### src/rtl/switch_event_encoder_pkg.sv
// Shared types and constants for the switch event encoder: event kinds,
// code width / event field helpers and reset levels.
package switch_event_pkg;

  typedef enum logic {
    EVT_PRESS   = 1'b0,
    EVT_RELEASE = 1'b1
  } evt_kind_e;

  localparam logic RST_LEVEL = 1'b0;

  // Width of a 1-based switch code where 0 means "no switch".
  function automatic int code_width(input int n_ch);
    return $clog2(n_ch + 1);
  endfunction

  // The release flag sits just above the code field.
  function automatic int is_rel_bit(input int n_ch);
    return code_width(n_ch);
  endfunction

endpackage

### src/rtl/switch_event_encoder_debounce_cell.sv
// One switch channel: 2-flop synchroniser, sample history and debounced level.
// press_stb/release_stb pulse combinationally on the tick that changes sw_state.
module switch_debounce_cell
  import switch_event_pkg::*;
#(
  parameter int STABLE_N = 6
) (
  input  logic clk,
  input  logic rst_n,
  input  logic sw_raw,
  input  logic tick,
  output logic sw_state,
  output logic press_stb,
  output logic release_stb
);

  logic                sync1_r;
  logic                sync2_r;
  logic [STABLE_N-1:0] hist_r;
  logic [STABLE_N-1:0] hist_next_s;
  logic                state_r;

  // Bring the asynchronous switch into the clk domain.
  always_ff @(posedge clk or negedge rst_n) begin
    if (!rst_n) begin
      sync1_r <= RST_LEVEL;
      sync2_r <= RST_LEVEL;
    end else begin
      sync1_r <= sw_raw;
      sync2_r <= sync1_r;
    end
  end

  // The window is judged on the history including the sample taken this tick.
  always_comb begin
    hist_next_s = {hist_r[STABLE_N-2:0], sync2_r};
    press_stb   = 1'b0;
    release_stb = 1'b0;
    if (tick && (&hist_next_s) && !state_r) begin
      press_stb = 1'b1;
    end else if (tick && !(|hist_next_s) && state_r) begin
      release_stb = 1'b1;
    end else begin
      press_stb   = 1'b0;
      release_stb = 1'b0;
    end
  end

  // Sample history and debounced level.
  always_ff @(posedge clk or negedge rst_n) begin
    if (!rst_n) begin
      hist_r  <= {STABLE_N{RST_LEVEL}};
      state_r <= RST_LEVEL;
    end else begin
      if (tick) begin
        hist_r <= hist_next_s;
      end
      if (press_stb) begin
        state_r <= 1'b1;
      end else if (release_stb) begin
        state_r <= 1'b0;
      end
    end
  end

  assign sw_state = state_r;

endmodule

### src/rtl/switch_event_encoder.sv
// Multi-channel switch debouncer with held press code and event FIFO.
// Macro SWITCH_RELEASE_EVT_EN: when defined, releases are also queued as events.
module switch_event_encoder
  import switch_event_pkg::*;
#(
  parameter int  N_CH       = 7,
  parameter int  DIV_COUNT  = 100000,
  parameter int  STABLE_N   = 6,
  parameter int  FIFO_DEPTH = 4,
  localparam int CODE_W     = code_width(N_CH)
) (
  input  logic              clk,
  input  logic              rst_n,
  input  logic [N_CH-1:0]   sw_in,
  output logic [N_CH-1:0]   sw_state,
  output logic [CODE_W-1:0] sw_code,
  output logic              evt_valid,
  output logic [CODE_W:0]   evt_data,
  input  logic              evt_ready,
  output logic              ovf,
  input  logic              ovf_clr
);

  localparam int CNT_W      = $clog2(DIV_COUNT);
  localparam int PTR_W      = $clog2(FIFO_DEPTH);
  localparam int IS_REL_BIT = is_rel_bit(N_CH);

  logic [CNT_W-1:0]  pre_cnt_r;
  logic              tick_s;
  logic [N_CH-1:0]   press_stb_s, rel_stb_s;
  logic [N_CH-1:0]   press_pend_r, rel_pend_r;
  logic [N_CH-1:0]   press_clr_s, rel_clr_s;
  logic              srv_valid_s;
  evt_kind_e         srv_kind_s;
  logic [CODE_W-1:0] srv_code_s;
  logic [CODE_W:0]   evt_word_s;
  logic [CODE_W-1:0] sw_code_r, code_next_s;
  logic [CODE_W:0]   mem_r [FIFO_DEPTH];
  logic [PTR_W-1:0]  wr_ptr_r, rd_ptr_r, rd_next_s;
  logic [PTR_W:0]    cnt_r, cnt_next_s;
  logic              pop_s, full_s, push_acc_s, drop_s;
  logic [CODE_W:0]   head_next_s;
  logic              evt_valid_r;
  logic [CODE_W:0]   evt_data_r;
  logic              ovf_r;

  assign tick_s = (pre_cnt_r == CNT_W'(DIV_COUNT - 1));

  // Sample-tick prescaler.
  always_ff @(posedge clk or negedge rst_n) begin
    if (!rst_n) begin
      pre_cnt_r <= '0;
    end else if (tick_s) begin
      pre_cnt_r <= '0;
    end else begin
      pre_cnt_r <= pre_cnt_r + CNT_W'(1);
    end
  end

  for (genvar g = 0; g < N_CH; g++) begin : g_ch
    switch_debounce_cell #(
      .STABLE_N   (STABLE_N)
    ) u_cell (
      .clk        (clk),
      .rst_n      (rst_n),
      .sw_raw     (sw_in[g]),
      .tick       (tick_s),
      .sw_state   (sw_state[g]),
      .press_stb  (press_stb_s[g]),
      .release_stb(rel_stb_s[g])
    );
  end

  // Pick the lowest pending channel; press wins over release on the same channel.
  always_comb begin
    srv_valid_s = 1'b0;
    srv_kind_s  = EVT_PRESS;
    srv_code_s  = '0;
    for (int i = N_CH - 1; i >= 0; i--) begin
      if (press_pend_r[i] || rel_pend_r[i]) begin
        srv_valid_s = 1'b1;
        srv_code_s  = CODE_W'(i + 1);
        srv_kind_s  = press_pend_r[i] ? EVT_PRESS : EVT_RELEASE;
      end else begin
        srv_valid_s = srv_valid_s;
      end
    end
  end

  // Clear masks for the served pending bit and the event word to push.
  always_comb begin
    press_clr_s = '0;
    rel_clr_s   = '0;
    evt_word_s  = '0;
    for (int i = 0; i < N_CH; i++) begin
      press_clr_s[i] = srv_valid_s && (srv_kind_s == EVT_PRESS) && (srv_code_s == CODE_W'(i + 1));
      rel_clr_s[i]   = srv_valid_s && (srv_kind_s == EVT_RELEASE) && (srv_code_s == CODE_W'(i + 1));
    end
    evt_word_s[CODE_W-1:0] = srv_code_s;
`ifdef SWITCH_RELEASE_EVT_EN
    evt_word_s[IS_REL_BIT] = (srv_kind_s == EVT_RELEASE);
`else
    evt_word_s[IS_REL_BIT] = 1'b0;
`endif
  end

  // Pending bits: set by debounced edges, cleared when served.
  always_ff @(posedge clk or negedge rst_n) begin
    if (!rst_n) begin
      press_pend_r <= '0;
      rel_pend_r   <= '0;
    end else begin
      press_pend_r <= (press_pend_r & ~press_clr_s) | press_stb_s;
`ifdef SWITCH_RELEASE_EVT_EN
      rel_pend_r   <= (rel_pend_r & ~rel_clr_s) | rel_stb_s;
`else
      rel_pend_r   <= rel_pend_r & ~rel_clr_s;
`endif
    end
  end

  // Held press code; without release events the clear comes straight from the strobe.
  always_comb begin
    code_next_s = sw_code_r;
`ifndef SWITCH_RELEASE_EVT_EN
    for (int i = 0; i < N_CH; i++) begin
      if (rel_stb_s[i] && (sw_code_r == CODE_W'(i + 1))) begin
        code_next_s = '0;
      end else begin
        code_next_s = code_next_s;
      end
    end
`endif
    if (srv_valid_s && (srv_kind_s == EVT_PRESS)) begin
      code_next_s = srv_code_s;
    end else if (srv_valid_s && (sw_code_r == srv_code_s)) begin
      code_next_s = '0;
    end else begin
      code_next_s = code_next_s;
    end
  end

  // Held press code register.
  always_ff @(posedge clk or negedge rst_n) begin
    if (!rst_n) begin
      sw_code_r <= '0;
    end else begin
      sw_code_r <= code_next_s;
    end
  end

  assign pop_s      = (cnt_r != '0) && evt_ready;
  assign full_s     = (cnt_r == (PTR_W + 1)'(FIFO_DEPTH));
  assign push_acc_s = srv_valid_s && (!full_s || pop_s);
  assign drop_s     = srv_valid_s && full_s && !pop_s;

  // Next occupancy and next head, so evt_valid/evt_data can be registered.
  always_comb begin
    cnt_next_s  = cnt_r + (PTR_W + 1)'(push_acc_s) - (PTR_W + 1)'(pop_s);
    rd_next_s   = rd_ptr_r + PTR_W'(pop_s);
    head_next_s = '0;
    if (cnt_next_s == '0) begin
      head_next_s = '0;
    end else if ((cnt_r - (PTR_W + 1)'(pop_s)) == '0) begin
      head_next_s = evt_word_s;
    end else begin
      head_next_s = mem_r[rd_next_s];
    end
  end

  // Event FIFO storage, pointers and registered head.
  always_ff @(posedge clk or negedge rst_n) begin
    if (!rst_n) begin
      for (int i = 0; i < FIFO_DEPTH; i++) begin
        mem_r[i] <= '0;
      end
      wr_ptr_r    <= '0;
      rd_ptr_r    <= '0;
      cnt_r       <= '0;
      evt_valid_r <= 1'b0;
      evt_data_r  <= '0;
    end else begin
      if (push_acc_s) begin
        mem_r[wr_ptr_r] <= evt_word_s;
        wr_ptr_r        <= wr_ptr_r + PTR_W'(1);
      end
      rd_ptr_r    <= rd_next_s;
      cnt_r       <= cnt_next_s;
      evt_valid_r <= (cnt_next_s != '0);
      evt_data_r  <= head_next_s;
    end
  end

  // Sticky overflow; a new drop beats a clear in the same cycle.
  always_ff @(posedge clk or negedge rst_n) begin
    if (!rst_n) begin
      ovf_r <= RST_LEVEL;
    end else if (drop_s) begin
      ovf_r <= 1'b1;
    end else if (ovf_clr) begin
      ovf_r <= 1'b0;
    end else begin
      ovf_r <= ovf_r;
    end
  end

  assign sw_code   = sw_code_r;
  assign evt_valid = evt_valid_r;
  assign evt_data  = evt_data_r;
  assign ovf       = ovf_r;

endmodule

### config.mk
export PLATFORM = sky130hd
export DESIGN_NAME = switch_event_encoder
export DESIGN_NICKNAME = d
export VERILOG_FILES = /design/src/rtl/switch_event_encoder_pkg.sv /design/src/rtl/switch_event_encoder_debounce_cell.sv /design/src/rtl/switch_event_encoder.sv
export SDC_FILE = /design/constraint.sdc
export NUM_CORES = 1
export LEC_CHECK = 0
export BUFFER_PORTS_ARGS = -buffer_cell sky130_fd_sc_hd__buf_2
export CAP_MARGIN = 0
export CORE_ASPECT_RATIO = 0.5
export CORE_UTILIZATION = 55
export DETAILED_ROUTE_END_ITERATION = 12
export PLACE_DENSITY = 0.73
export SLEW_MARGIN = 40
export SYNTH_ARGS = -nofsm -noshare
export SYNTH_HDL_FRONTEND = slang
export SYNTH_SLANG_ARGS = --single-unit
### constraint.sdc
create_clock -name clk -period 5.3 [get_ports clk]
set_clock_uncertainty 0.1 [all_clocks]
set_input_delay 0.795 -clock clk [delete_from_list [all_inputs] [get_ports clk]]
set_output_delay 0.795 -clock clk [all_outputs]
set_load 0.05 [all_outputs]
### Word-level counts from Yosys, hierarchy flattened

Index checks and enable logic that the tools add are counted.

* bitwise logic cells: 8
* order comparisons: 3
* equal/unequal tests: 17
* reduce and logical (&&, ||, !) cells: 108
* add/sub/neg operators: 6
* multiplexer cells: 83

Operators with widths (count)
* 2-to-1 mux 1 bit: 58
* logical AND 1 bit: 57
* 2-to-1 mux 3 bit: 16
* AND reduction 6 bit: 7
* OR reduction 6 bit: 7
* == test 3 bit, second input constant: 9
* 2-to-1 mux 4 bit: 5
* adder 17 x 1 -> 17 bit, second input constant: 1
* == test 17 bit, second input constant: 1
* 2-to-1 mux 17 bit: 1
* bitwise mux 16 bit: 1
* zero test 1 bit: 16
* nonzero test 2 bit: 8
* AND 7 bit: 2
* NOT 7 bit: 2
* == test 3 x 2 -> 1 bit, second input constant: 4
* nonzero test 9 bit: 1
* binary-select mux 4 bit (select 2 bit): 1
* demux 4 bit (select 2 bit): 1
* logical OR 1 bit: 8
* OR 7 bit: 1
* == test 3 x 1 -> 1 bit, second input constant: 2
* greater-or-equal comparator 3 bit, second input constant: 2
* zero test 3 bit: 2
* 9 further kinds: 12

* bits in registers: 119

### Logic depth before layout (Yosys ltp)

Gate-level depths: netlist of the first run.

* word-level depth: 16
* gate-level depth with buffers: 13

### Modules after synthesis

A second synthesis of the first run with hierarchy kept.

* cell total of the unflattened synthesis: 417
* area, all modules: 5275.1 sq um

By module, submodules not included
* switch_event_encoder: instances 1, sequential area each 1451.4 sq um, area an instance 2884.0 sq um, cells an instance 263
* switch_debounce_cell: instances 7, sequential area each 200.2 sq um, area an instance 341.6 sq um, cells an instance 22

### Worst setup path before layout of the first run

Ideal clock, no wire load.

* path type: register to register
* from: register press_pend_r[1]
* to: register evt_data_r[0], in the netlist evt_data[0]
* arrival time: 3.100 ns
* cell stages (with the launch flop): 14
* path buffers: 1
* library setup time: 0.134 ns
* clock period less this slack: 3.334 ns
* path slack: 1.966 ns
* cells stage by stage: dfrtp_1 > nor4_1 > nand2_1 > o21a_1 > clkbuf_1 > inv_1 > ha_1 > inv_1 > ha_1 > fa_1 > xor2_1 > xnor2_1 > nor3_1 > nor2_1

* longest elaborated chain between the ends: 8
* elaborated cells between the ends (all ways): 11
* those cells by class: add/sub: 2; mux: 6; reduce/logical: 3

RTL lines
* start: declaration: RTL line switch_event_encoder.sv:31 `logic [N_CH-1:0] press_pend_r, rel_pend_r;`
* start signal: assignment: RTL line switch_event_encoder.sv:113 `press_pend_r <= (press_pend_r & ~press_clr_s) | press_stb_s;`
* logical OR 1 bit: RTL line switch_event_encoder.sv:80 `if (press_pend_r[i] || rel_pend_r[i]) begin`
* 2-to-1 mux 1 bit (2 in a row): RTL line switch_event_encoder.sv:80
* logical AND 1 bit: RTL line switch_event_encoder.sv:154 `assign push_acc_s = srv_valid_s && (!full_s || pop_s);`
* adder 3 x 1 -> 3 bit: RTL line switch_event_encoder.sv:159 `cnt_next_s = cnt_r + (PTR_W + 1)'(push_acc_s) - (PTR_W + 1)'(pop_s);`
* subtractor 3 x 1 -> 3 bit: RTL line switch_event_encoder.sv:159
* via cnt_next_s[2]: RTL line switch_event_encoder.sv:40 `logic [PTR_W:0] cnt_r, cnt_next_s;`
* zero test 3 bit: RTL line switch_event_encoder.sv:162 `if (cnt_next_s == '0) begin`
* 2-to-1 mux 4 bit: RTL line switch_event_encoder.sv:162
* via head_next_s[0]: RTL line switch_event_encoder.sv:42 `logic [CODE_W:0] head_next_s;`
* end signal: assignment: RTL line switch_event_encoder.sv:190 `evt_data_r <= head_next_s;`
* end: declaration: RTL line switch_event_encoder.sv:44 `logic [CODE_W:0] evt_data_r;`

The timed path passes the listed nets, and every way through them passes these cells.
A chain may end at the register's enable or synchronous reset.

### Final worst setup path of the first run

* from: register press_pend_r[5]
* to: register evt_data_r[1], in the netlist evt_data[1]

* longest elaborated chain between the ends: 12
* elaborated cells between the ends (all ways): 19
* those cells by class: add/sub: 2; mux: 14; reduce/logical: 3

RTL lines (RTL line)
* logical OR 1 bit: switch_event_encoder.sv:80
* 2-to-1 mux 1 bit (6 in a row): switch_event_encoder.sv:80
* logical AND 1 bit: switch_event_encoder.sv:154
* adder 3 x 1 -> 3 bit: switch_event_encoder.sv:159
* subtractor 3 x 1 -> 3 bit: switch_event_encoder.sv:159
* via cnt_next_s[2]: switch_event_encoder.sv:40
* zero test 3 bit: switch_event_encoder.sv:162
* 2-to-1 mux 4 bit: switch_event_encoder.sv:162
* via head_next_s[1]: switch_event_encoder.sv:42

The timed path passes the listed nets, and every way through them passes these cells.

==> results of run 1 <==
-- synth_stat cells, types with 2 or more instances --
| master | n | area, um^2 |
|---|---|---|
| a21oi_1 | 4 | 20.02 |
| and3_1 | 2 | 12.51 |
| and4_1 | 2 | 17.52 |
| buf_2 | 2 | 10.01 |
| buf_4 | 8 | 60.06 |
| buf_6 | 2 | 22.52 |
| clkbuf_1 | 10 | 37.54 |
| dfrtp_1 | 114 | 2853 |
| ha_1 | 9 | 112.6 |
| inv_1 | 15 | 56.30 |
| mux2_2 | 12 | 135.1 |
| mux2i_1 | 3 | 30.03 |
| mux4_2 | 3 | 67.56 |
| nand2_1 | 148 | 555.5 |
| nand2b_1 | 3 | 18.77 |
| nand3_1 | 17 | 85.08 |
| nand4_1 | 5 | 31.28 |
| nand4b_1 | 7 | 61.31 |
| nor2_1 | 33 | 123.9 |
| nor2b_1 | 3 | 18.77 |
| nor3_1 | 8 | 40.04 |
| nor4_1 | 16 | 100.1 |
| o211ai_1 | 2 | 15.01 |
| o21a_1 | 4 | 30.03 |
| o21ai_0 | 14 | 70.07 |
| o31a_1 | 4 | 35.03 |
| o31ai_1 | 3 | 22.52 |
| o32ai_1 | 3 | 26.28 |
| o41ai_1 | 3 | 26.28 |
| o41ai_2 | 4 | 65.06 |
| or2_2 | 3 | 18.77 |
| or4_1 | 7 | 52.55 |
| or4b_2 | 2 | 20.02 |
| or4bb_1 | 2 | 22.52 |
| xnor2_1 | 8 | 70.07 |
| xor2_1 | 10 | 87.58 |
-- power by group through the flow --
stage	Clock (mW)	Sequential, mW	Combinational, mW
after floorplan	0	0.938	0.113
after global placement	0	0.937	0.158
after detailed placement	0	0.939	0.165
after CTS	1.14	0.924	0.166
after global routing	1.18	0.927	0.181
final	1.13	0.924	0.160
-- worst register-to-register path, stage by stage, from the launching register on --
cell,delay [ps]
dfrtp_1,420
nor4_1,680
nand2_1,230
o21a_1,320
inv_1,90
ha_1,120
inv_1,40
ha_1,180
fa_1,380
xor2_1,160
xnor2_1,140
nor3_1,340
nor2_1,90
-- logic make-up (layout without fill, tap and decap cells) --
kind of cell,Yosys count,in the layout,synth area share (%)
simple gates,265,265,23.95
compound gates,51,51,7.526
other cells,1,1,0.07206
fa+ha+maj,10,10,2.549
flops,114,114,54.82
buf+inv,37,73,3.583
xor+xnor,18,18,3.030
mux,18,18,4.472
-- metal layers --
metal	share of wire [%]	vias to the layer above	GRT usage, %
met5	0	-	0
met2	46	86	34.84
li1	-	1830	-
met4	1.5	0	9.280
met1	48	1846	30.65
met3	4.7	17	7.989
-- sequential cells by signal, summed over array words and instances (netlist names), 2 cells and up --
signal / flops
g_ch.u_cell.sw_state: 7
g_ch.u_cell.hist_r: 35
g_ch.u_cell.sync2_r: 7
sw_code: 3
mem_r: 12
cnt_r: 3
press_pend_r: 7
evt_data: 3
wr_ptr_r: 2
g_ch.u_cell.sync1_r: 7
rd_ptr_r: 2
rel_pend_r: 7
pre_cnt_r: 17
-- area by class of cell --
type | count | area [um^2] | share of cell area [%]
tap | 117 | 146.4 | 2.445
clock buffer | 24 | 511.7 | 8.548
multi-input combinational | 363 | 2183 | 36.47
inverter | 15 | 56.30 | 0.9404
sequential | 114 | 2853 | 47.65
timing repair buffer | 29 | 161.4 | 2.696
clock inverter | 5 | 75.07 | 1.254
-- how the worst min path moves through the flow --
| stage | start | to | slack, ps |
|---|---|---|---|
| final | g_ch[5].u_cell.sync1_r | g_ch[5].u_cell.sync2_r | 250 |
| after detailed placement | g_ch[1].u_cell.sync1_r | g_ch[1].u_cell.sync2_r | 240 |
| after global placement | g_ch[4].u_cell.sync1_r | g_ch[4].u_cell.sync2_r | 230 |
| after CTS | g_ch[1].u_cell.sync1_r | g_ch[1].u_cell.sync2_r | 250 |
| after floorplan | g_ch[0].u_cell.sync1_r | g_ch[0].u_cell.sync2_r | 230 |
| after global routing | g_ch[5].u_cell.sync1_r | g_ch[5].u_cell.sync2_r | 250 |
-- metrics by stage --
stage	instances	utilization (%)
2_1_floorplan	514	-
3_3_place_gp	638	60.23
3_5_place_dp	638	60.35
4_1_cts	667	66.90
5_1_grt	667	66.90
6_report	667	66.90
-- cells in the final DEF, fill, tap and decap left out, types with 4 or more instances in the layout --
cell type / synthesis / final
mux2_2: 12 / 12
xor2_1: 10 / 10
o31a_1: 4 / 4
xnor2_1: 8 / 8
nand4b_1: 7 / 7
buf_2: 2 / 24
nand3_1: 17 / 17
a21oi_1: 4 / 4
nor3_1: 8 / 8
o41ai_2: 4 / 4
o21a_1: 4 / 4
o21ai_0: 14 / 14
clkbuf_16: 0 / 17
or4_1: 7 / 7
buf_4: 8 / 4
inv_1: 15 / 15
dfrtp_1: 114 / 114
ha_1: 9 / 9
nand2_1: 148 / 148
nor2_1: 33 / 33
clkbuf_8: 0 / 6
nor4_1: 16 / 14
nand4_1: 5 / 5
==> results.md, run 1 <==
Finish:
- The summed area of non-filler cells in the final layout is 5987 um^2.
- The fill cell total of the finished layout is 705.
- In the final layout, the share of cells above drive strength 1 is 15.64%.
- The relative area change from synthesis to final layout is 15.05%.
- The final net count is around 560.
- 0 antenna diodes ended up in the layout.

STA:
- Setup total negative slack on the finished layout was measured at 0 ps.
- The final critical delay including setup and external delays is around 3400 ps.
- The number of pins exceeding their max-slew limit in the final report was 0.
- The number of hold violations in the final report is 0.
- The final-layout worst hold slack is approximately 250 ps.
- The slack of the critical path is 1898 ps.
- The final count of negative-setup-slack endpoints is 0.
- Measured against its own limit, the worst slew margin works out to roughly 51%.
- For the pin with the worst max-slew slack, the measured transition is 729.7 ps.
- The achievable frequency is 294.0 MHz.
- Setup repair after global routing left no endpoint under its margin.
- The final critical path takes up 64.19% of the cycle.

Clocking:
- The clock root buffer is clkbuf_16.
- The clock latency at the later pin of the worst-skew pair is 410 ps.
- No sink is reached through more buffers than the 2 on the longest clock path.
- The clock tree synthesis step divided the H-tree into 4 levels.
- For this design, the sink count on the clock tree is 114.
- The cts-stage hold buffer count is 0.
- After clock tree synthesis, the repair step resized 0 gates.
- In this run the post-CTS setup repair buffer count came out at 0.
- TritonCTS built the clock tree.
- The clock transition at the registers of the reported paths is 50 ps.
- The number of buffers inserted during clock tree synthesis is 17.

Routing:
- The violation count after the first detailed-route iteration is 324.
- In the routed design, unresolved DRC markers number 0.
- In the routed layout, each cell is associated on average with a via count of 5.666.
- The total via count after detailed routing is 3779.
- For this run, the detailed router's first-pass iteration total came to 4.
- The average wire length per cell after detail routing is 15.43 um.
- Wires add up to just over 10000 um.
- The count of nets left with antenna violations after detail routing is 0.

Worst setup path:
- The worst reg2reg path endpoint is evt_data[1].
- Data on the critical path is required at its endpoint by 5480 ps.
- The startpoint kind of the worst setup timing path is a flop.
- Counting both buffers and inverters, the worst setup path holds a total of 2.
- The signal on the critical path passes through nor4_1 -> nand2_1 -> o21a_1 -> inv_1 -> ha_1 -> inv_1 -> ha_1 -> fa_1 -> xor2_1 -> xnor2_1 -> nor3_1 -> nor2_1.
- The startpoint of the most critical setup path is press_pend_r[5].
- The worst stage delay on the critical path is 670 ps.
- The cell type of the slowest stage on the worst timing path is nor4_1.
- Data on the critical path arrives at its endpoint at 3580 ps.
- STA classifies the critical path endpoint as a flop.
- The slack of the worst reg-to-reg path is 1900 ps.
- The start-to-end type of the worst setup path is flop to flop.
- The count of cell instances traversed by the critical path is 12.
- The largest delay contributor family on the critical path is simple AND/OR/NAND/NOR gates.
- Of all nets on the critical path, the largest fanout is 8.
- The startpoint of the worst register-to-register path is press_pend_r[5].
- The destination of the critical timing path is evt_data[1].
- Counting cells, the worst reg-to-reg path comes to 12.

Die:
- The placeable core area is 8949 um^2.
- The site row count is 24.
- During I/O placement, the number of pins put on the boundary was 27.
- The area enclosed by the die boundary is 9878 um^2.
- The die is 139.6 um wide.
- The die is between 70 and 80 um tall.
- The initial core utilization is between 50% and 60%.

Yosys:
- The synthesis warning total is 0.
- The mean cell area of the mapped netlist is 10.12 um^2.
- The number of synthesized flops with an enable pin is 0.
- Counting distinct cell types in the post-synthesis netlist gives 55.
- In the synthesized netlist the async set-or-reset flop fraction comes to 100.0%.
- The number of register bits inferred by synthesis is 114.
- The area of the mapped netlist is 5204 um^2.
- Synthesis handed over a netlist of 514 instances.
- Synthesis produced a netlist with a net count of roughly 540.
- The proportion of synthesized chip area in sequential cells is 54.82%.
- The leading register cell type out of synthesis is dfrtp_1.

Power:
- The leakage power figure is 2.969 nW.
- Internal power comes to 1.724 mW.
- Registers are responsible for 41.8% of the overall power.
- Net switching is 22.08% of the power.
- IR analysis of the VDD net gives a maximum drop of 0.2523 mV.
- The clock network fraction of total power is 51.0%.
- The logic gate share of total power is ~7.2%.
- For this design the ratio of total power to cell area is 369.4 nW/um^2.
- Overall power consumption after layout is estimated at 2.212 mW.
- The power spent charging and discharging nets is just under 500 uW.

Place:
- Port buffering added 25 buffers.
- The congestion estimate from routability-driven global placement came to 0.8700.
- The final HPWL from detailed placement is 6620 um.
- Prior to clock tree synthesis, the placed netlist has a worst setup slack of around 1700 ps.
- Summing all placed instances gives a cell area of 5400 um^2.

Flow run:
- The number of violations of the max-capacitance limit is 0.

Status:
- The flow ran to the end, and the final reports show no timing, DRC or antenna violations.

Global routing:
- The initial antenna violation count was 0.
- The total overflow left after global routing is 0.
- The via count of the first global-routing pass is 3676.
- The first global-routing pass estimated about 17000 um of wire.
- For this run, the total global-route usage over all layers was measured as 22.96%.
- The largest net degree at the start of global routing is 73.

Min path:
- The worst hold path was traced through 0 stages.
- The tightest min-delay check is of the flop to flop type.
(Power assumes the default switching activity.)
==> inputs of run 2 (changes only) <==
--- a/config.mk
+++ b/config.mk
@@ -5,12 +5,13 @@
 export SDC_FILE = /design/constraint.sdc
 export NUM_CORES = 1
 export LEC_CHECK = 0
+export ABC_AREA = 1
 export BUFFER_PORTS_ARGS = -buffer_cell sky130_fd_sc_hd__buf_2
 export CAP_MARGIN = 0
 export CORE_ASPECT_RATIO = 0.5
 export CORE_UTILIZATION = 55
 export DETAILED_ROUTE_END_ITERATION = 12
-export PLACE_DENSITY = 0.73
+export PLACE_DENSITY = 0.76
 export SLEW_MARGIN = 40
 export SYNTH_ARGS = -nofsm -noshare
 export SYNTH_HDL_FRONTEND = slang
==> constraint.sdc (replaced) <==
create_clock -name clk -period 2.8 [get_ports clk]
set_clock_uncertainty 0.1 [all_clocks]
set_input_delay 0.42 -clock clk [delete_from_list [all_inputs] [get_ports clk]]
set_output_delay 0.42 -clock clk [all_outputs]
set_load 0.05 [all_outputs]
==> run 2 against run 1 <==
  * Via count rose by 14%
  * Non-clock buffer count rose by 20
  * Cell count rose by 24%
  * Setup slack got worse by 1900 ps
  * Wire length rose by 9.0%
  * Power rose by 97%
  * Global-route usage rose by 1.2 points
  * Sequential cell count did not move
  * Area after synthesis rose by 3.4%
  * Critical path depth rose by 5
  * Highest routed layer unchanged
==> results.md, run 2 <==
Worst setup path:
- STA puts the critical path data arrival time at 2950 ps.
- The worst setup path is captured at a flop.
- The cell type of the slowest stage on the worst timing path is dfrtp_1.
- Traced cell by cell, the critical path runs through nor2_2 -> nand2_1 -> nor2_2 -> inv_2 -> nor2_4 -> nor2_4 -> inv_1 -> ha_1 -> inv_1 -> ha_1 -> fa_2 -> xnor2_1 -> xor2_1 -> nor3_2 -> inv_1 -> o211ai_1 -> inv_1.
- The worst reg2reg path endpoint is evt_data[0].
- The slack of the worst reg-to-reg path is 40 ps.
- In this run the worst path has a maximum fanout of 3.
- The startpoint kind of the worst setup timing path is a flop.
- The cell family contributing the most delay on the critical path is simple AND/OR/NAND/NOR gates.
- STA puts the critical path data required time at around 3000 ps.
- The start-to-end type of the worst setup path is flop to flop.
- The cell repeated most along the worst path is inv_1.
- The worst register-to-register path has a depth of 17.
- The startpoint of the worst register-to-register path is rel_pend_r[1].
- On the worst path, the slowest cell contributes a delay of approximately 400 ps.
- Together, buffers and inverters on the worst path number 5.

Finish:
- The relative area change from synthesis to final layout is 17.10%.
- The summed area of non-filler cells in the final layout is 6299 um^2.
- The register with the most flip-flops in the final layout is g_ch.u_cell.hist_r.
- In the final layout, the registers with the most flip-flops are g_ch.u_cell.hist_r (35), pre_cnt_r (17), mem_r (12).
- The final net count is 702.
- In the layout the commonest cells are nand2_1 (119), dfrtp_1 (114), inv_1 (85), nor2_1 (85), a21oi_1 (26).
- The share of post-route cells with drive strength above 1 is 15.92%.
- The register with the most flip-flops in the layout has 35 of them.
- The total inserted antenna cells is 0.
- The most common library cell in the layout ignoring fill and taps is nand2_1.
- The utilization after layout is between 60% and 70%.

Min path:
- The tightest min-delay check is of the primary input to flop type.
- The cell count of the worst hold path is 1.
- The start point of the worst min-delay path is sw_in[2].
- The worst hold path terminates at g_ch[2].u_cell.sync1_r.

Flow run:
- Max-cap violations in this run came to 0.

Routing:
- The detail-routed via count per cell is between 5 and 6.
- The count of nets left with antenna violations after detail routing is 0.
- Summing over every cut layer, the via total after detailed routing is 4303.
- After detailed routing, the total wire length is 11220 um.
- In the routed design, unresolved DRC markers number 0.
- After detailed routing, the average wire length per cell comes to 13.58 um.
- The pre-antenna-repair detailed-routing pass consisted of 5 iterations.
- The violation count after the first detailed-route iteration is 300.

STA:
- Measured against its own limit, the worst slew margin works out to 52.01%.
- The number of pins exceeding their max-slew limit in the final report is 0.
- The pin slew with the least headroom to its limit is between 700 and 800 ps.
- For this run, the top clock speed supported by timing is 362.6 MHz.
- Of the available clock period, the critical path in the final layout requires 98.50%.
- The final critical delay including setup and external delays is 2758 ps.
- Setup repair after global routing could not meet its margin everywhere.
- Setup violations remaining at the end of the flow were counted as 0.
- Setup slack on the critical path of the routed design comes to 42.13 ps.
- The number of hold violations in the final report is 0.

Yosys:
- The cell accounting for the most synthesized area is dfrtp_1.
- By area the synthesized netlist is led by dfrtp_1 (53%), nand2_1 (8.4%), nor2_1 (6.1%).
- For this run, the register share of the synthesized area comes to 53.04%.
- The async set or reset register ratio after synthesis is 100.0%.
- The number of nets in the synthesized netlist is 654.
- For this run, the leading register cell type out of synthesis is dfrtp_1.
- The mean cell area of the mapped netlist is 8.497 um^2.
- After technology mapping, the gate count stands at 633.
- Among all cell types in the netlist, the one instantiated most often is nand2_1.
- The top cell type's share of synthesized area is 53.04%.
- The number of register bits inferred by synthesis is 114.
- The synthesis warning total is 0.
- The number of synthesized flops with an enable pin is 0.
- The commonest cells after synthesis are nand2_1 (121), dfrtp_1 (114), nor2_1 (88).
- The netlist uses 38 different library cells.
- The area of the mapped netlist is roughly 5400 um^2.

Place:
- The number of buffers inserted by port buffering is 25.
- Detailed placement ended at an HPWL of 7646 um.
- The global placer's final weighted congestion is 0.8874.
- The pre-CTS setup slack is -55.62 ps.
- Once placement finished, the instance area stood at 5633 um^2.

Clocking:
- The clock latency at the later pin of the worst-skew pair is 410 ps.
- The clock sink count is roughly 110.
- The clock transition at the registers of the reported paths is 50 ps.
- The clock passes through at most 2 buffers.
- The clock root buffer is clkbuf_16.
- The number of buffers inserted during clock tree synthesis is 17.
- TritonCTS built the clock tree.
- CTS built an H-tree with a depth of 4.

Power:
- The analysis attributes to net switching a power of 1.118 mW.
- Of the total power, registers draw 40.5%.
- The logic gate share of total power is ~14%.
- Internal power comes to 3.243 mW.
- Per report_power, the clock group accounts for 45.6% of the total.
- VDD sags by at most 0.4051 mV.
- The switching power share of the total is 25.63%.
- The leakage power figure is 3.297 nW.
- The total power density per cell area is 692.3 nW/um^2.

Die:
- The initialized floorplan defines 25 standard-cell rows.
- The number of top-level design ports is 27.
- The initial core utilization is 56.75%.
- The placeable core area is 9478 um^2.
- Measured along the y axis, the die boundary spans 71.93 um.
- The floorplan step defined a die boundary enclosing 10200 um^2.
- In this run the horizontal extent of the chip is 141.9 um.

Global routing:
- In the global route stage, overall resource usage came out at 24.20%.
- Global routing finished with a remaining overflow of 0.
- The initial antenna violation count was 0.
- The first global-routing pass estimated 18860 um of wire.
- The largest net degree at the start of global routing is 57.
- The via count of the first global-routing pass was 4224.

Status:
- The run finished with clean final reports.
## run 2: what timing repair did
| action | in CTS | in global routing |
|---|---|---|
| endpoints found under the hold margin | 16 | 4 |
| setup endpoints to repair | 1 | 4 |
| pin swaps | 0 | 7 |
| hold buffers | 1 | 4 |
| gates resized for setup | 1 | 8 |
| setup buffers | 0 | 6 |
## run 2: cell families after synthesis
family                     synth area share [%]
and+or+nand+nor                           25.84
buffers and inverters                     9.816
DFF                                       53.04
AOI/OAI and AO/OA                         7.211
adders and majority gates                 2.466
xor gates and xnor gates                  1.140
muxes                                    0.4187
other                                   0.06972
## run 2: routing by layer
layer / GRT usage, % / wire [um] / vias to the layer above
met5: 0 / 0 / -
met4: 10.04 / 156 / 0
met3: 7.591 / 506 / 22
met2: 42.09 / 5650 / 109
met1: 28.34 / 4902 / 2064
li1: - / - / 2108
## run 2: worst max path at each step
stage	start	endpoint	slack, ps	depth (start not counted)
after floorplan	press_pend_r[2]	evt_data[0]	40	17
after global placement	press_pend_r[4]	evt_data[0]	60	17
after detailed placement	press_pend_r[1]	evt_data[0]	-60	17
after CTS	press_pend_r[3]	evt_data[0]	30	17
after global routing	rel_pend_r[1]	evt_data[0]	-130	17
final	rel_pend_r[1]	evt_data[0]	40	17
## run 2: cell type report
type / instances / area [um^2]
flip-flops and latches: 114 / 2853
fillers: 753 / 3179
inverters: 100 / 375.4
well taps: 135 / 168.9
clock buffers: 24 / 491.7
clock inverters: 5 / 53.80
repair buffers: 49 / 332.8
multi-input cells: 399 / 2023
## run 2: through the flow
| step | total power [mW] | instances | hold slack, ps | setup TNS (ps) |
|---|---|---|---|---|
| finish | 4.360 | 826 | 12.76 | 0 |
| global route | 4.552 | 826 | 5.491 | -169.7 |
| CTS | 4.362 | 816 | 5.304 | 0 |
| detailed placement | 2.362 | 786 | 236.4 | -55.62 |
| global placement | 2.325 | 786 | 231.9 | 0 |
| floorplan | 2.185 | 633 | 24.41 | 0 |
## run 2: power groups by stage
stage | Clock [mW] | Combinational, mW | Sequential (mW)
CTS | 2.01 | 0.586 | 1.77
global route | 2.10 | 0.685 | 1.77
global placement | 0 | 0.535 | 1.79
finish | 1.99 | 0.605 | 1.77
detailed placement | 0 | 0.572 | 1.79
floorplan | 0 | 0.320 | 1.87
==> inputs of run 3 (changes only) <==
--- a/config.mk
+++ b/config.mk
@@ -9,9 +9,8 @@
 export BUFFER_PORTS_ARGS = -buffer_cell sky130_fd_sc_hd__buf_2
 export CAP_MARGIN = 0
 export CORE_ASPECT_RATIO = 0.5
-export CORE_UTILIZATION = 55
+export CORE_UTILIZATION = 40
 export DETAILED_ROUTE_END_ITERATION = 12
-export PLACE_DENSITY = 0.76
 export SLEW_MARGIN = 40
 export SYNTH_ARGS = -nofsm -noshare
 export SYNTH_HDL_FRONTEND = slang
==> run 3 against run 2 <==
  * Combinational power increased by 8.9%
  * Via count decreased by 4.2%
  * Sequential power about the same
  * Setup slack improved by 79 ps
  * First-iteration DRC count decreased by 43%
  * The run now ends with design-rule violations left
  * Die area increased by 37%
  * Sequential share of layout area decreased by 1.0 points
  * Non-clock buffer count decreased by 3
  * Power increased by 8.0%
  * Global-route usage decreased by 7.3 points
  * Utilization decreased by 16 points
==> results.md, run 3 (synthesis gave the netlist of run 2 again) <==
Die:
- The placeable core area is approximately 13000 um^2.
- The floorplan step defined a die boundary enclosing 13940 um^2.
- The horizontal die dimension is around 170 um.
- The initial core utilization is 41.76%.
- The die is 84 um tall.
- 27 I/O pins were placed.
- In this run the core area contains 29 standard-cell rows.

Status:
- The flow ran to the end, but the final reports show violations.
- The checks that failed: design-rule violations.

Clocking:
- TritonCTS built the clock tree.
- Clock tree synthesis found a total of 114 sinks.
- The CTS H-tree depth is 4.
- The clock root buffer is clkbuf_16.
- The clock transition at the registers of the reported paths is ~50 ps.
- The clock latency at the later pin of the worst-skew pair is 410 ps.
- In this run the deepest clock path goes through 2 buffers.
- In this run, CTS created clock tree buffers numbering 17.

Finish:
- The flip-flop count of the largest register after layout is 35.
- The top register by number of flip-flops is g_ch.u_cell.hist_r.
- The final net count is 699.
- The library cells used most frequently in the layout, excluding fill and tap cells, are nand2_1 (119), dfrtp_1 (114), nor2_1 (85).
- The largest registers in the layout are g_ch.u_cell.hist_r (35), pre_cnt_r (17), mem_r (12).
- The total inserted antenna cells is 0.
- Leaving out fill and tap cells, the most frequent cell in the layout is nand2_1.
- From synthesis to final layout, the design area changed by 19.87%.
- Of the cells placed in the final design, the portion with a size suffix greater than 1 is between 10% and 20%.

Place:
- The congestion estimate from routability-driven global placement came to 0.8231.
- Input and output buffers added on the ports amount to 25.
- The pre-CTS setup slack is -9.435 ps.
- The HPWL after detailed placement is 7410 um.

Global routing:
- The initial antenna violation count is 0.
- Entering global routing, the biggest net connects 52 pins.
- Across every metal layer, demand over resource in global routing totals 16.92%.
- The first global-routing pass estimated 18420 um of wire.
- The via count of the first global-routing pass is 3888.
- For this run the aggregate overflow at the end of global routing stands at 0.

Routing:
- Wires add up to around 11000 um.
- The routed layout has ~4100 vias.
- In the final routed layout, each cell accounts on average for 12.76 um.
- The detail route stage leaves a number of antenna-violating nets equal to 0.
- The first detailed-routing pass ran for 11 iterations.
- After the first detailed-routing iteration, the DRC count stood at 170.
- For this run, design rule violations remaining after detail routing come to 2.
- The detail-routed via count per cell is between 4 and 5.

Min path:
- The min-delay analysis places its worst path in the category primary input to flop.

Power:
- The leakage power figure is between 3 and 4 nW.
- The worst-case vdd ir drop is 0.3720 mV.
- Power spread over the standard cell area amounts to 730.2 nW/um^2.

STA:
- Across all hold checks on the routed design, the worst slack comes to ~15 ps.
- The slack of the critical path is 121.6 ps.
- Setup violations remaining at the end of the flow were counted as 0.
- Setup repair after global routing could not meet its margin everywhere.
- The final critical path takes up roughly 96% of the cycle.
- At the pin with the least slew margin, the transition time is 661.3 ps.
- Subtracting the final worst setup slack from the clock period gives 2678 ps.
- The number of hold violations in the final report was 0.
- The achievable frequency is 373.4 MHz.
- The number of pins exceeding their max-slew limit in the final report was 0.
- The worst max-slew margin expressed relative to the limit is 55.85%.

Worst setup path:
- The required time of the critical path is 3000 ps.
- The worst setup path is launched from a flop.
- The worst reg2reg path endpoint is evt_data[0].
- The maximum fanout along the worst path is 2.
- The critical path in this run is classified as flop to flop.
- For flop-to-flop paths, the worst setup slack is ~120 ps.
- The worst reg2reg path depth is 17.
- The destination of the critical timing path is evt_data[0].
- The critical path arrival is between 2000 and 3000 ps.
- In this run the critical register-to-register path is launched from rel_pend_r[1].
- The most critical setup path has its startpoint at rel_pend_r[1].
- The kind of capture point of the worst setup path is a flop.

Flow run:
- Across the run, the number of max-cap violations was 0.
==> run 3: what timing repair did <==
action	in CTS	in global routing
endpoints found under the hold margin	51	0
hold buffers	4	0
pin swaps	0	11
gates resized for setup	1	15
setup buffers	0	3
setup endpoints to repair	1	4
==> run 3: power by group <==
part,internal [mW],switching [mW]
clock network,1.53,0.745
logic,0.262,0.397
registers,1.73,0.0402
total,3.53,1.18
==> run 3: cell type report <==
cell class	count	area [um^2]
fill	1199	6434
sequential	114	2853
multi-input combinational	399	2067
clock buffer	23	508.0
inverter	100	375.4
timing repair buffer	46	307.8
tap	170	212.7
clock inverter	8	123.9
==> run 3: worst min-delay path by stage <==
stage | from | slack, ps | endpoint | depth (start not counted)
after floorplan | rst_n | 20 | cnt_r[0] | 0
after global placement | g_ch[3].u_cell.sync1_r | 230 | g_ch[3].u_cell.sync2_r | 0
after detailed placement | g_ch[4].u_cell.sync1_r | 240 | g_ch[4].u_cell.sync2_r | 0
after CTS | sw_in[3] | 0.7 | g_ch[3].u_cell.sync1_r | 1
after global routing | sw_in[1] | 1 | g_ch[1].u_cell.sync1_r | 1
final | sw_in[5] | 20 | g_ch[5].u_cell.sync1_r | 1
==> run 3: layer usage <==
| metal | vias up | global-route usage [%] | routed length (um) |
|---|---|---|---|
| met5 | - | 0 | 0 |
| met4 | 0 | 7.562 | 172 |
| met3 | 20 | 4.030 | 358 |
| met2 | 67 | 26.74 | 5028 |
| met1 | 1927 | 22.19 | 5418 |
| li1 | 2107 | - | - |
==> run 3: metrics by stage <==
step	instance area, um^2	util, %	total power, mW	instances	setup TNS (ps)
after floorplan	5379	-	2.185	633	0
after global placement	5684	44.13	2.350	822	0
after detailed placement	5684	44.13	2.373	822	-9.435
after CTS	6361	49.38	4.687	857	0
after global routing	6447	50.05	4.919	860	-84.76
final	6447	50.05	4.708	860	0
==> run 3: critical path, cell delays in order, from the launching register on <==
cell and delay, ps:
dfrtp_1 380, nor2_2 140, nand2_2 100, nor2_4 120, inv_2 60, nor2_4 140
nor2_4 60, inv_2 60, ha_4 120, inv_2 40, ha_4 150, fa_2 370
xnor2_2 150, xor2_1 180, nor3_2 200, inv_1 80, o211ai_1 80, inv_1 50
